===== src/rtl/debounce_sync.sv =====
// Two-flop synchroniser plus stability-qualified debouncer. Produces a clean level
// for a downstream D flip-flop together with single-cycle rise/fall pulses.
module debounce_sync #(
    parameter int unsigned STABLE_CYCLES = 4,
    parameter int unsigned CNT_W         = 16
) (
    input  logic clk,
    input  logic res,
    input  logic din_raw,
    input  logic tick_en,
    output logic dout,
    output logic rise_p,
    output logic fall_p,
    output logic busy
);

    typedef enum logic [1:0] {
        IDLE_LO = 2'd0,
        CHK_HI  = 2'd1,
        IDLE_HI = 2'd2,
        CHK_LO  = 2'd3
    } state_t;

    localparam logic [CNT_W-1:0] CNT_LAST = CNT_W'(STABLE_CYCLES - 1);

    state_t           state_q, state_d;
    logic [CNT_W-1:0] cnt_q, cnt_d;
    logic             sync1_q, sync1_d;
    logic             sync2_q, sync2_d;
    logic             dout_q, dout_d;
    logic             rise_q, rise_d;
    logic             fall_q, fall_d;

    always_comb begin
        state_d = state_q;
        cnt_d   = cnt_q;
        dout_d  = dout_q;
        rise_d  = 1'b0;
        fall_d  = 1'b0;
        sync1_d = din_raw;
        sync2_d = sync1_q;

        // Abort is tested before completion so a bounce on the final tick cancels.
        case (state_q)
            IDLE_LO: begin
                if (sync2_q) begin
                    state_d = CHK_HI;
                    cnt_d   = '0;
                end
            end
            IDLE_HI: begin
                if (!sync2_q) begin
                    state_d = CHK_LO;
                    cnt_d   = '0;
                end
            end
            CHK_HI: begin
                if (!sync2_q) begin
                    state_d = IDLE_LO;
                    cnt_d   = '0;
                end else if (tick_en && (cnt_q == CNT_LAST)) begin
                    state_d = IDLE_HI;
                    cnt_d   = '0;
                    dout_d  = 1'b1;
                    rise_d  = 1'b1;
                end else if (tick_en) begin
                    cnt_d = cnt_q + CNT_W'(1);
                end
            end
            CHK_LO: begin
                if (sync2_q) begin
                    state_d = IDLE_HI;
                    cnt_d   = '0;
                end else if (tick_en && (cnt_q == CNT_LAST)) begin
                    state_d = IDLE_LO;
                    cnt_d   = '0;
                    dout_d  = 1'b0;
                    fall_d  = 1'b1;
                end else if (tick_en) begin
                    cnt_d = cnt_q + CNT_W'(1);
                end
            end
            default: begin
                state_d = IDLE_LO;
                cnt_d   = '0;
            end
        endcase
    end

    always_ff @(posedge clk) begin
        if (res) begin
            state_q <= IDLE_LO;
            cnt_q   <= '0;
            sync1_q <= 1'b0;
            sync2_q <= 1'b0;
            dout_q  <= 1'b0;
            rise_q  <= 1'b0;
            fall_q  <= 1'b0;
        end else begin
            state_q <= state_d;
            cnt_q   <= cnt_d;
            sync1_q <= sync1_d;
            sync2_q <= sync2_d;
            dout_q  <= dout_d;
            rise_q  <= rise_d;
            fall_q  <= fall_d;
        end
    end

    assign dout   = dout_q;
    assign rise_p = rise_q;
    assign fall_p = fall_q;
    assign busy   = (state_q == CHK_HI) || (state_q == CHK_LO);

endmodule

===== config.mk =====
export PLATFORM = sky130hd
export DESIGN_NAME = debounce_sync
export DESIGN_NICKNAME = d
export VERILOG_FILES = /design/src/rtl/debounce_sync.sv
export SDC_FILE = /design/constraint.sdc
export NUM_CORES = 1
export LEC_CHECK = 0
export ABC_AREA = 1
export BUFFER_PORTS_ARGS = -buffer_cell sky130_fd_sc_hd__buf_2
export CAP_MARGIN = 20
export CORE_ASPECT_RATIO = 0.7
export CORE_MARGIN = 1.5
export CORE_UTILIZATION = 45
export DETAILED_ROUTE_END_ITERATION = 6
export PLACE_DENSITY_LB_ADDON = 0.12
export SYNTH_ARGS = -nofsm -noshare
export SYNTH_HDL_FRONTEND = slang
export SYNTH_SLANG_ARGS = --single-unit

===== constraint.sdc =====
create_clock -name clk -period 2.2 [get_ports clk]
set_clock_uncertainty 0.2 [all_clocks]
set_input_delay 0.33 -clock clk [delete_from_list [all_inputs] [get_ports clk]]
set_output_delay 0.33 -clock clk [all_outputs]
set_load 0.02 [all_outputs]

After elaboration in Yosys (flattened, before gate mapping) --
Cells that the tools add are included.
Storage, ports and cells: register bits 23, logic and storage cells 52, output and inout bits 4, bits of input ports 4
Operators by class: mux-type cells 20, reduce and logical (&&, ||, !) cells 9, bitwise logic cells 3, add/sub/neg operators 1, equality and inequality tests 12
Operators by type and width (number):
- $mux W16 | 6
- $pmux W16 S4 | 1
- $add A16 B1 Y16 const B | 1
- $eq A16 B2 Y1 const B | 1
- $mux W2 | 6
- $ne A2 B2 Y1 const B | 6
- $pmux W2 S4 | 1
- $ne A3 B3 Y1 const B | 2
- $reduce_or A3 Y1 | 2
- $mux W1 | 5
- $reduce_and A5 Y1 | 1
- $eq A2 B2 Y1 const B | 2
- $reduce_and A4 Y1 | 1
- $not A1 Y1 | 3
- $eq A2 B1 Y1 const B | 1
- $logic_not A2 Y1 | 1
- $pmux W1 S2 | 1
- $reduce_and A2 Y1 | 1
- $reduce_bool A2 Y1 | 1
- $logic_and A1 B1 Y1 | 1
- $logic_or A1 B1 Y1 | 1

Logic depth before layout (Yosys ltp) --
Gate-level depths: netlist of the first run.
word-level depth 5, mapped depth 12, depth with buffers taken out 12

Worst setup path after synthesis of the first run --
No wires, ideal clock.
kind register -> register, from register cnt_q[0], to register cnt_q[11], cell stages (with the launch flop) 12, path buffers 1, path slack 640 ps, library setup time 122 ps, clock period less this slack 1560 ps, required time 1878 ps, data arrival time 1239 ps, cells stage by stage dfxtp_1 -> ha_1 -> nand2_2 -> clkinv_2 -> nand2_2 -> nor2_4 -> nand2_2 -> nand2_4 -> inv_4 -> buf_12 -> nand2_2 -> a21oi_2
On the way: word-level cells in the longest chain between the ends 5, elaborated cells on any way between the ends 8, those cells by class add/sub: 1; eq/ne: 1; mux: 5; reduce/logical: 1
Ends and longest elaborated chain:
- from (decl) | RTL line 27 | logic [CNT_W-1:0] cnt_q, cnt_d;
- from (signal assigned) | RTL line 101 | cnt_q <= cnt_d;
- $add A16 B1 Y16 / $eq A16 B2 Y1 (equally long branches)
- $mux W16 / $logic_and A1 B1 Y1 (equally long branches)
- $mux W16 (*) | RTL line 61 | end else if (tick_en && (cnt_q == CNT_LAST)) begin
- $mux W16 (on tied branches) | RTL line 71, 58
- $pmux W16 S4 (*) | RTL line 44 | case (state_q)
Every way passes the cells marked *; elsewhere a longest branch is shown, timed or not. A chain may end at the register's enable or synchronous reset.

Worst setup path in the final report of the first run --
from register cnt_q[0], to register cnt_q[9]
Same word-level chain as after synthesis.

==> results of run 1 <==
per-stage QoR:
stage | hold slack (ns) | std cells
finish | 0.0727 | 245
CTS | 0.0733 | 245
floorplan | 0.188 | 204
global placement | 0.197 | 241
global route | 0.0767 | 245
detailed placement | 0.199 | 241
routing by layer:
layer	GRT usage (%)	vias to the layer above	share of wire, %	routed length [um]
met5	0	-	0	0
met4	2.61	0	0.44	13
met3	4.85	2	6.6	194
met2	30.9	30	44	1310
met1	29.6	564	49	1440
li1	-	645	-	-
cells in the final DEF, fill, tap and decap left out, drive strengths merged:
cell type and count:
ha 1, nor3 1, xor2 2, o21ai 11
nand2 68, o21bai 1, nor2 29, nand3 16
nand4 4, mux2 1, clkinv 1, clkbuf 4
buf 7, a21oi 14, or2 1, inv 24
dfxtp 23, a21o 1
flip-flops by register name, indices dropped and copies added (netlist names), named ones only:
name,cells
dout,1
rise_p,1
sync2_q,1
sync1_q,1
fall_p,1
state_q,1
cnt_q,16
cell type report:
type / instances / area, um^2 / area share (%)
tap: 36 / 45.0 / 3.12
clock buffer: 4 / 45.0 / 3.12
sequential: 23 / 460 / 31.9
timing repair buffer: 7 / 35.0 / 2.43
inverter: 25 / 97.6 / 6.76
multi-input combinational: 150 / 759 / 52.6
final timing paths:
kind	start	endpoint	cells after the start
worst min register to register	sync1_q	sync2_q	2
worst max-delay path	cnt_q[0]	cnt_q[9]	10
worst max register to register	cnt_q[0]	cnt_q[9]	10
worst min-delay path	din_raw	sync1_q	3
kinds of logic after synthesis:
kind of cell / Yosys count / share of synthesized area, %
simple gates: 119 / 41.3
mux: 1 / 0.826
fa+ha+maj: 1 / 0.917
flops: 23 / 33.8
buf+inv: 31 / 10.5
xor+xnor: 2 / 1.28
compound gates: 27 / 11.4
power by group:
part	switching (mW)	internal (mW)
combinational	0.0217	0.00689
clock	0.132	0.129
sequential	0.00157	0.418
total	0.156	0.554
cell usage after synthesis, types with 2 or more instances:
cell type  instances  area share (%)
a21oi_1           10             3.7
nand3_1           14             5.1
nor2_4             4             3.3
inv_1             22             6.1
nand3_2            2             1.5
dfxtp_1           23              34
o21ai_0           11             4.0
nand2_2           12             5.5
a21oi_2            4             2.6
nand4_1            4             1.8
nor2_1            23             6.3
xor2_1             2             1.3
nor2_2             2            0.92
nand2_1           55              15
buf_2              2            0.73
critical path, stage by stage, from the launching register on:
cell,delay [ns]
dfxtp_1,0.36
ha_1,0.24
nand2_2,0.08
clkinv_2,0.07
nand2_2,0.08
nor2_4,0.05
nand2_2,0.08
nand2_4,0.07
inv_4,0.17
o21ai_0,0.14
a21oi_1,0.13
==> metrics, run 1 <==
outcome finished clean; row count 16; period utilization 78.4%; Setup-failing EPs final 0; pre-CTS WS 0.487 ns; DR iter-0 viols 58; Congestion Overflow GR 0; Worst EP required 2.20 ns; Max H-tree Level 1; RSZ-0062 raised after global routing no; Port-buffer cells 7; reg-to-reg setup timing slack 0.48 ns; DRC errors left 0; Max Fclk 580 MHz; Post-synth EDFFs 0; DR pass1 iterations 5; Ys Warns 0; Clock Tree Buf Depth 2; Tot Pwr 0.710 mW; setup bufs post-CTS 0; Routed WL 2.96 mm; synthesized net count 209; Max Slew Vio Count 0; LEAKAGE 0.547 nW; unique cell type count in the Yosys netlist 29; Tightest Pin Transition 0.503 ns; minimum clock period 1.72 ns; CTS tree built; clk slew on worst S/H paths 0.08 ns; first-pass GRT wire length 5.10 mm; clock root cell clkbuf_8; VDD IR-drop max 0.305 mV; Area Overhead vs Synth 5.78%; drt wl/cell 12.1 um; crit-path max FO 15; Async SR Flop Fraction 0%; Syn Inst Count 204; CTS resizes 0; Die Span Y 49.1 um; Post-Syn Area per Cell 6.69 um^2; n_diodes 0; register area share after synthesis 33.8%; routed vias 1241; Die Wd 68.8 um; FF+latch count, synth 23; Final #Nets 215; filler cell count 304; Final Hold Vio Count 0; Util after Layout 50.7%; crit start category register; fin area 1440 um^2; setup TNS 0 ns; ys flop type dfxtp_1; Top Ports 8; Pwr Density 492 nW/um^2; initial antenna violation count 0; Initial Utilization 48.0%; Die Footprint 3380 um^2; max-cap violation count 0; Clock Sinks 23; cell area after synthesis 1360 um^2; Slew headroom 66.4%; fin worst setup slack 0.475 ns; Hold Buf Count CTS 0; Num CTS Buffers 3; vias per cell 5.07; vias in the first global route 1137; share of layout cells above drive strength 1 19.1%; Final GP Congestion 0.858; later-pin clock latency in the skew report 0.26 ns; Arrival @ worst endpoint 1.73 ns; core area 2840 um^2; HP Class input pin to register; Final ANT Viol Nets 0; gr usage total 20.2%; CP Class register to register; HPWL Detailed 2.26 mm; area post-placement 1400 um^2; crit path capture type register; largest net degree at the start of global routing 16
Power figures use the tool's default switching activity.
==> run 2: changes to the inputs <==
- clock period: 2.2 -> 1.75 ns (I/O delays scaled with it)
==> run 2 against run 1 <==
Net effect: critical path depth shrank 2; utilization grew 1.5 points; final cell count grew 2.0%; non-clock buffer count grew 5; flip-flop and latch count is the same; cell area grew 3.0%; power grew 27%; wire length shrank 6.5%; register-to-register slack lost 0.32 ns; count of clock-buffer cells in the layout is the same; via count shrank 0.40%; maximum frequency grew 7.9%; largest cell class unchanged.
==> metrics, run 2 (synthesized netlist as in run 1, its figures left out) <==
outcome finished clean (unchanged); Die Footprint 3380 um^2 (unchanged); pre-CTS WS 0.0949 ns (was 0.487 ns); Tightest Pin Transition 0.272 ns (was 0.503 ns); core area 2840 um^2 (unchanged); HP Class input pin to register (unchanged); Pwr Density 606 nW/um^2 (was 492 nW/um^2); Max Slew Vio Count 0 (unchanged); n_diodes 0 (unchanged); area post-placement 1430 um^2 (was 1400 um^2); gr usage total 18.8% (was 20.2%); Die Wd 68.8 um (unchanged); Worst EP required 1.71 ns (was 2.20 ns); Num CTS Buffers 3 (unchanged); Congestion Overflow GR 0 (unchanged); initial antenna violation count 0 (unchanged); Non-Filler Instances 250 (was 245); VDD IR-drop max 0.385 mV (was 0.305 mV); crit-path max cell delay 0.36 ns (about the same); share of layout cells above drive strength 1 21.0% (was 19.1%); setup bufs post-CTS 0 (unchanged); LEAKAGE 0.570 nW (was 0.547 nW); routed vias 1236 (was 1241); Top Ports 8 (unchanged); Die Span Y 49.1 um (unchanged); first-pass GRT wire length 4.74 mm (was 5.10 mm); period utilization 91.3% (was 78.4%); vias in the first global route 1016 (was 1137); setup TNS 0 ns (unchanged); HPWL Detailed 2.11 mm (was 2.26 mm); clock root cell clkbuf_8 (unchanged); largest net degree at the start of global routing 16 (unchanged); commonest non-fill, non-tap cell in the layout nand2_1 (unchanged); Final ANT Viol Nets 0 (unchanged); most frequent cells in the layout nand2_1 (55), nor2_1 (23), inv_1 (22), dfxtp_1 (22), nand3_1 (14) (was nand2_1 (55), nor2_1 (23), dfxtp_1 (23)); crit-path max FO 5 (was 15); Initial Utilization 48.0% (unchanged); fin worst setup slack 0.152 ns (was 0.475 ns); reg-to-reg critical path startpoint cnt_q[1] (was cnt_q[0]); hold_ws 0.0933 ns (was 0.0727 ns); critical path's slowest cell dfxtp_2 (was dfxtp_1); crit path cell chain ha_1, nand2_1, nor2_4, nand2_2, nor2_4, nand2_1, o21ai_0, a21oi_1 (was ha_1, nand2_2, clkinv_2, nand2_2, nor2_4, nand2_2, nand2_4, inv_4, o21ai_0, a21oi_1); Port-buffer cells 7 (unchanged); Setup-failing EPs final 0 (unchanged); DR iter-0 viols 59 (was 58); Arrival @ worst endpoint 1.56 ns (was 1.73 ns); Slew headroom 81.9% (was 66.4%); Area Overhead vs Synth 8.99% (was 5.78%); later-pin clock latency in the skew report 0.27 ns (was 0.26 ns); Max H-tree Level 1 (unchanged); crit path capture type register (unchanged); vias per cell 4.94 (was 5.07); Clock Tree Buf Depth 2 (unchanged); Worst Setup SP cnt_q[1] (was cnt_q[0]); Critical R2R Capture cnt_q[14] (was cnt_q[9]); DR pass1 iterations 4 (was 5); max reg flops 16 (unchanged); RSZ-0062 raised after global routing no (unchanged); minimum clock period 1.60 ns (was 1.72 ns); DRC errors left 0 (unchanged); Biggest register cnt_q (unchanged); max-cap violation count 0 (unchanged); Hold Path Cell Cnt 2 (was 3); Final GP Congestion 0.828 (was 0.858); HP Start res (was din_raw); placed insts 245 (was 241); clk slew on worst S/H paths 0.08 ns (about the same); fin area 1490 um^2 (was 1440 um^2); worst reg-to-reg path cell count 8 (was 10); Final Hold Vio Count 0 (unchanged); Clock Sinks 23 (unchanged); Max Fclk 626 MHz (was 580 MHz); CTS tree built (unchanged); Worst Hold End cnt_q[6] (was sync1_q); crit start category register (unchanged); Routed WL 2.77 mm (was 2.96 mm); reg-to-reg setup timing slack 0.15 ns (was 0.48 ns); drt wl/cell 11.1 um (was 12.1 um); row count 16 (unchanged); CP Class register to register (unchanged); Final #Nets 220 (was 215)
[run 2: changes by cell type in the layout (fill, tap and decap cells not counted)]
| cell | delta |
|---|---|
| dfxtp_1 | -1 |
| dlygate4sd3_1 | +1 |
| dfxtp_2 | +1 |
| inv_6 | +1 |
| buf_4 | +4 |
| inv_4 | -1 |
[run 2: worst max path at each step]
stage	endpoint	slack [ns]
6_report	cnt_q[14]	0.15
5_1_grt	cnt_q[14]	0.01
4_1_cts	cnt_q[9]	0.09
3_5_place_dp	cnt_q[14]	0.09
3_3_place_gp	cnt_q[14]	0.13
2_1_floorplan	cnt_q[11]	0.19
[run 2: timing repair]
item                       4_1_cts  5_1_grt
setup endpoints to repair        0        6
hold endpoints to repair         1        0
hold buffers                     1        0
gates resized for setup          0        2
[run 2: cell type report]
type,instances,area [um^2]
fill,290,1360
inverter,25,100
timing repair buffer,12,75.1
sequential,23,462
clock buffer,4,45.0
multi-input combinational,150,759
tap,36,45.0
[run 2: report_power, final]
part	leakage (nW)	internal [mW]	total [mW]	switching, mW
Sequential	0.186	0.526	0.528	0.00192
Combinational	0.361	0.0150	0.0433	0.0283
Clock	0.0228	0.163	0.330	0.167
[run 2: per-stage QoR]
step / utilization, % / power (mW)
global placement: 50.2 / 0.581
floorplan: - / 0.566
CTS: 52.2 / 0.913
global route: 52.3 / 0.938
finish: 52.3 / 0.900
detailed placement: 50.2 / 0.582
[run 2: worst max-delay path: cells and delay by family, from the launching register on]
kind / cells / cell delay, ns
DFF: 1 / 0.36
and+or+nand+nor: 5 / 0.53
adders and majority gates: 1 / 0.19
AOI/OAI and AO/OA: 2 / 0.23
[run 2: routing by layer]
| metal | part of all wire (%) | global-route usage (%) | up-vias |
|---|---|---|---|
| li1 | - | - | 663 |
| met1 | 51 | 29.3 | 543 |
| met2 | 42 | 25.3 | 25 |
| met3 | 5.4 | 4.85 | 5 |
| met4 | 1.3 | 4.90 | 0 |
| met5 | 0 | 0 | - |
==> run 3: changes to the inputs <==
--- a/config.mk
+++ b/config.mk
@@ -14,4 +14,5 @@
 export DETAILED_ROUTE_END_ITERATION = 6
 export PLACE_DENSITY_LB_ADDON = 0.12
+export SETUP_SLACK_MARGIN = 0.4
 export SYNTH_ARGS = -nofsm -noshare
 export SYNTH_HDL_FRONTEND = slang
--- a/constraint.sdc
+++ b/constraint.sdc
@@ -3,3 +3,3 @@
 set_input_delay 0.2625 -clock clk [delete_from_list [all_inputs] [get_ports clk]]
 set_output_delay 0.2625 -clock clk [all_outputs]
-set_load 0.02 [all_outputs]
+set_load 0.05 [all_outputs]
==> run 3 against run 2 <==
Net effect: cell area up 8.4%; clock power up 2%; wire length up 14%; via count up 2.8%; register-to-register slack better by 0.07 ns; final cell count up 2.4%; hold slack better by 0.033 ns; flip-flop and latch count unchanged.
==> metrics, run 3 (synthesized netlist as in run 1, its figures left out) <==
Area Overhead vs Synth 18.2% (was 8.99%); Die Wd 68.8 um (unchanged); Hold Path Cell Cnt 3 (was 2); gr usage total 21.3% (was 18.8%); vias per cell 4.96 (was 4.94); met3 usage in global routing 5.54% (was 4.85%); reg-to-reg critical path startpoint cnt_q[1] (unchanged); core area 2840 um^2 (unchanged); clock root cell clkbuf_8 (unchanged); Max Slew Vio Count 0 (unchanged); Routed WL 3.14 mm (was 2.77 mm); filler cell count 270 (was 290); DRC errors left 0 (unchanged); max reg flops 16 (unchanged); Max H-tree Level 1 (unchanged); fin worst setup slack 0.223 ns (was 0.152 ns); setup TNS 0 ns (unchanged); Final ANT Viol Nets 0 (unchanged); DR iter-0 viols 62 (was 59); placed insts 244 (was 245); max-cap violation count 0 (unchanged); CP Class register to register (unchanged); Final Hold Vio Count 0 (unchanged); clk slew on worst S/H paths 0.08 ns (about the same); Pwr Density 563 nW/um^2 (was 606 nW/um^2); crit path capture type register (unchanged); crit start category register (unchanged); met2 Use GR 34.8% (was 25.3%); HP Class input pin to register (unchanged); Top Ports 8 (unchanged); crit-path max FO 8 (was 5); commonest non-fill, non-tap cell in the layout nand2_1 (unchanged); HP Start res (unchanged); Worst EP required 1.71 ns (about the same); Critical R2R Capture cnt_q[14] (unchanged); worst reg-to-reg path cell count 10 (was 8); HPWL Detailed 2.20 mm (was 2.11 mm); Die Span Y 49.1 um (unchanged); row count 16 (unchanged); VDD IR-drop max 0.314 mV (was 0.385 mV); vias in the first global route 1192 (was 1016); Storage cell area 477 um^2 (was 462 um^2); drt wl/cell 12.3 um (was 11.1 um); Clock Sinks 23 (unchanged); Slew headroom 70.9% (was 81.9%); Max Fclk 655 MHz (was 626 MHz); Congestion Overflow GR 0 (unchanged); routed vias 1270 (was 1236); share of layout cells above drive strength 1 30.9% (was 21.0%); outcome finished clean (unchanged); minimum clock period 1.53 ns (was 1.60 ns); Worst Hold End cnt_q[6] (unchanged); footprint of the multi-input gates 810 um^2 (was 759 um^2); Die Footprint 3380 um^2 (unchanged); M1 GR Usage 29.3% (about the same); Final GP Congestion 0.805 (was 0.828); Clock Tree Buf Depth 2 (unchanged); n_diodes 0 (unchanged); Initial Utilization 48.0% (unchanged); hold_ws 0.126 ns (was 0.0933 ns); Biggest register cnt_q (unchanged); first-pass GRT wire length 5.49 mm (was 4.74 mm); Final #Nets 226 (was 220); pre-CTS WS 0.119 ns (was 0.0949 ns); gr busiest metal met2 (was met1); Num CTS Buffers 3 (unchanged); most frequent cells in the layout nand2_1 (54), inv_1 (22), nor2_1 (20) (was nand2_1 (55), nor2_1 (23), inv_1 (22), dfxtp_1 (22), nand3_1 (14)); largest net degree at the start of global routing 14 (was 16); Port-buffer cells 7 (unchanged); Non-Filler Instances 256 (was 250); CTS tree built (unchanged); later-pin clock latency in the skew report 0.27 ns (about the same); Setup-failing EPs final 0 (unchanged); Arrival @ worst endpoint 1.49 ns (was 1.56 ns); Tightest Pin Transition 0.437 ns (was 0.272 ns); period utilization 87.3% (was 91.3%); DR pass1 iterations 6 (was 4); RSZ-0062 raised after global routing yes (was no); initial antenna violation count 0 (unchanged); reg-to-reg setup timing slack 0.22 ns (was 0.15 ns); LEAKAGE 0.614 nW (was 0.570 nW)
==> run 3: cell types whose count changed in the layout (fill, tap and decap cells not counted), moves of 2 or more <==
cell / previous run / this run
dfxtp_4: 0 / 2
dfxtp_2: 1 / 7
o21ai_0: 11 / 6
dfxtp_1: 22 / 14
nor2_1: 23 / 20
inv_4: 0 / 2
clkbuf_4: 0 / 2
buf_2: 7 / 4
a21oi_1: 10 / 8
buf_4: 4 / 9
o21ai_1: 0 / 5
a21oi_2: 4 / 6
nor2_4: 4 / 6
==> run 3: repair_timing <==
item                       4_1_cts  5_1_grt
hold endpoints to repair         1        0
pin swaps                        3        2
setup endpoints to repair       22       24
setup buffers                    5        1
hold buffers                     1        0
resized for setup               13       17
gates cloned                     1        0
==> run 3: worst max-delay path, stage by stage, from the launching register on <==
cell and delay, ns:
dfxtp_4 0.36, ha_4 0.14, nand2_2 0.06, inv_4 0.07
nand2_4 0.05, nor2_4 0.11, nand2_2 0.08, nand2_4 0.12
inv_8 0.06, o21ai_1 0.08, a21oi_1 0.08
==> run 3: how the worst max path moves through the flow <==
stage               startpoint   endpoint  slack [ns]  depth (start not counted)
finish                cnt_q[1]  cnt_q[14]        0.22                         10
floorplan             cnt_q[0]  cnt_q[11]        0.27                         11
detailed placement    cnt_q[0]  cnt_q[14]        0.12                         10
global route          cnt_q[1]  cnt_q[10]        0.11                         12
global placement      cnt_q[0]  cnt_q[14]        0.19                         10
CTS                   cnt_q[1]  cnt_q[14]        0.21                         10
==> run 3: metal layers <==
metal | wire (um) | up-vias | share of wire (%)
met5 | 0 | - | 0
met4 | 12 | 0 | 0.38
met3 | 116 | 4 | 3.7
met2 | 1360 | 20 | 43
met1 | 1650 | 573 | 53
li1 | - | 673 | -
==> run 3: power breakdown <==
group	total, mW	internal (mW)	switching, mW
combinational	0.0472	0.0160	0.0313
sequential	0.525	0.523	0.00209
clock	0.335	0.159	0.176
==> run 3: area by class of cell <==
class	count	area share, %
Multi-Input combinational cell	150	50.2
Sequential cell	23	29.6
Timing Repair Buffer	17	7.69
Inverter	25	6.44
Tap cell	36	2.80
Clock buffer	3	2.56
Timing Repair inverter	1	0.388
Clock inverter	1	0.311
==> run 3: stage by stage <==
stage	utilization (%)	total power [mW]	cell area [um^2]
6_report	56.7	0.907	1610
5_1_grt	56.7	0.950	1610
4_1_cts	54.9	0.914	1560
3_5_place_dp	50.6	0.582	1440
3_3_place_gp	50.6	0.580	1440
2_1_floorplan	-	0.566	1380
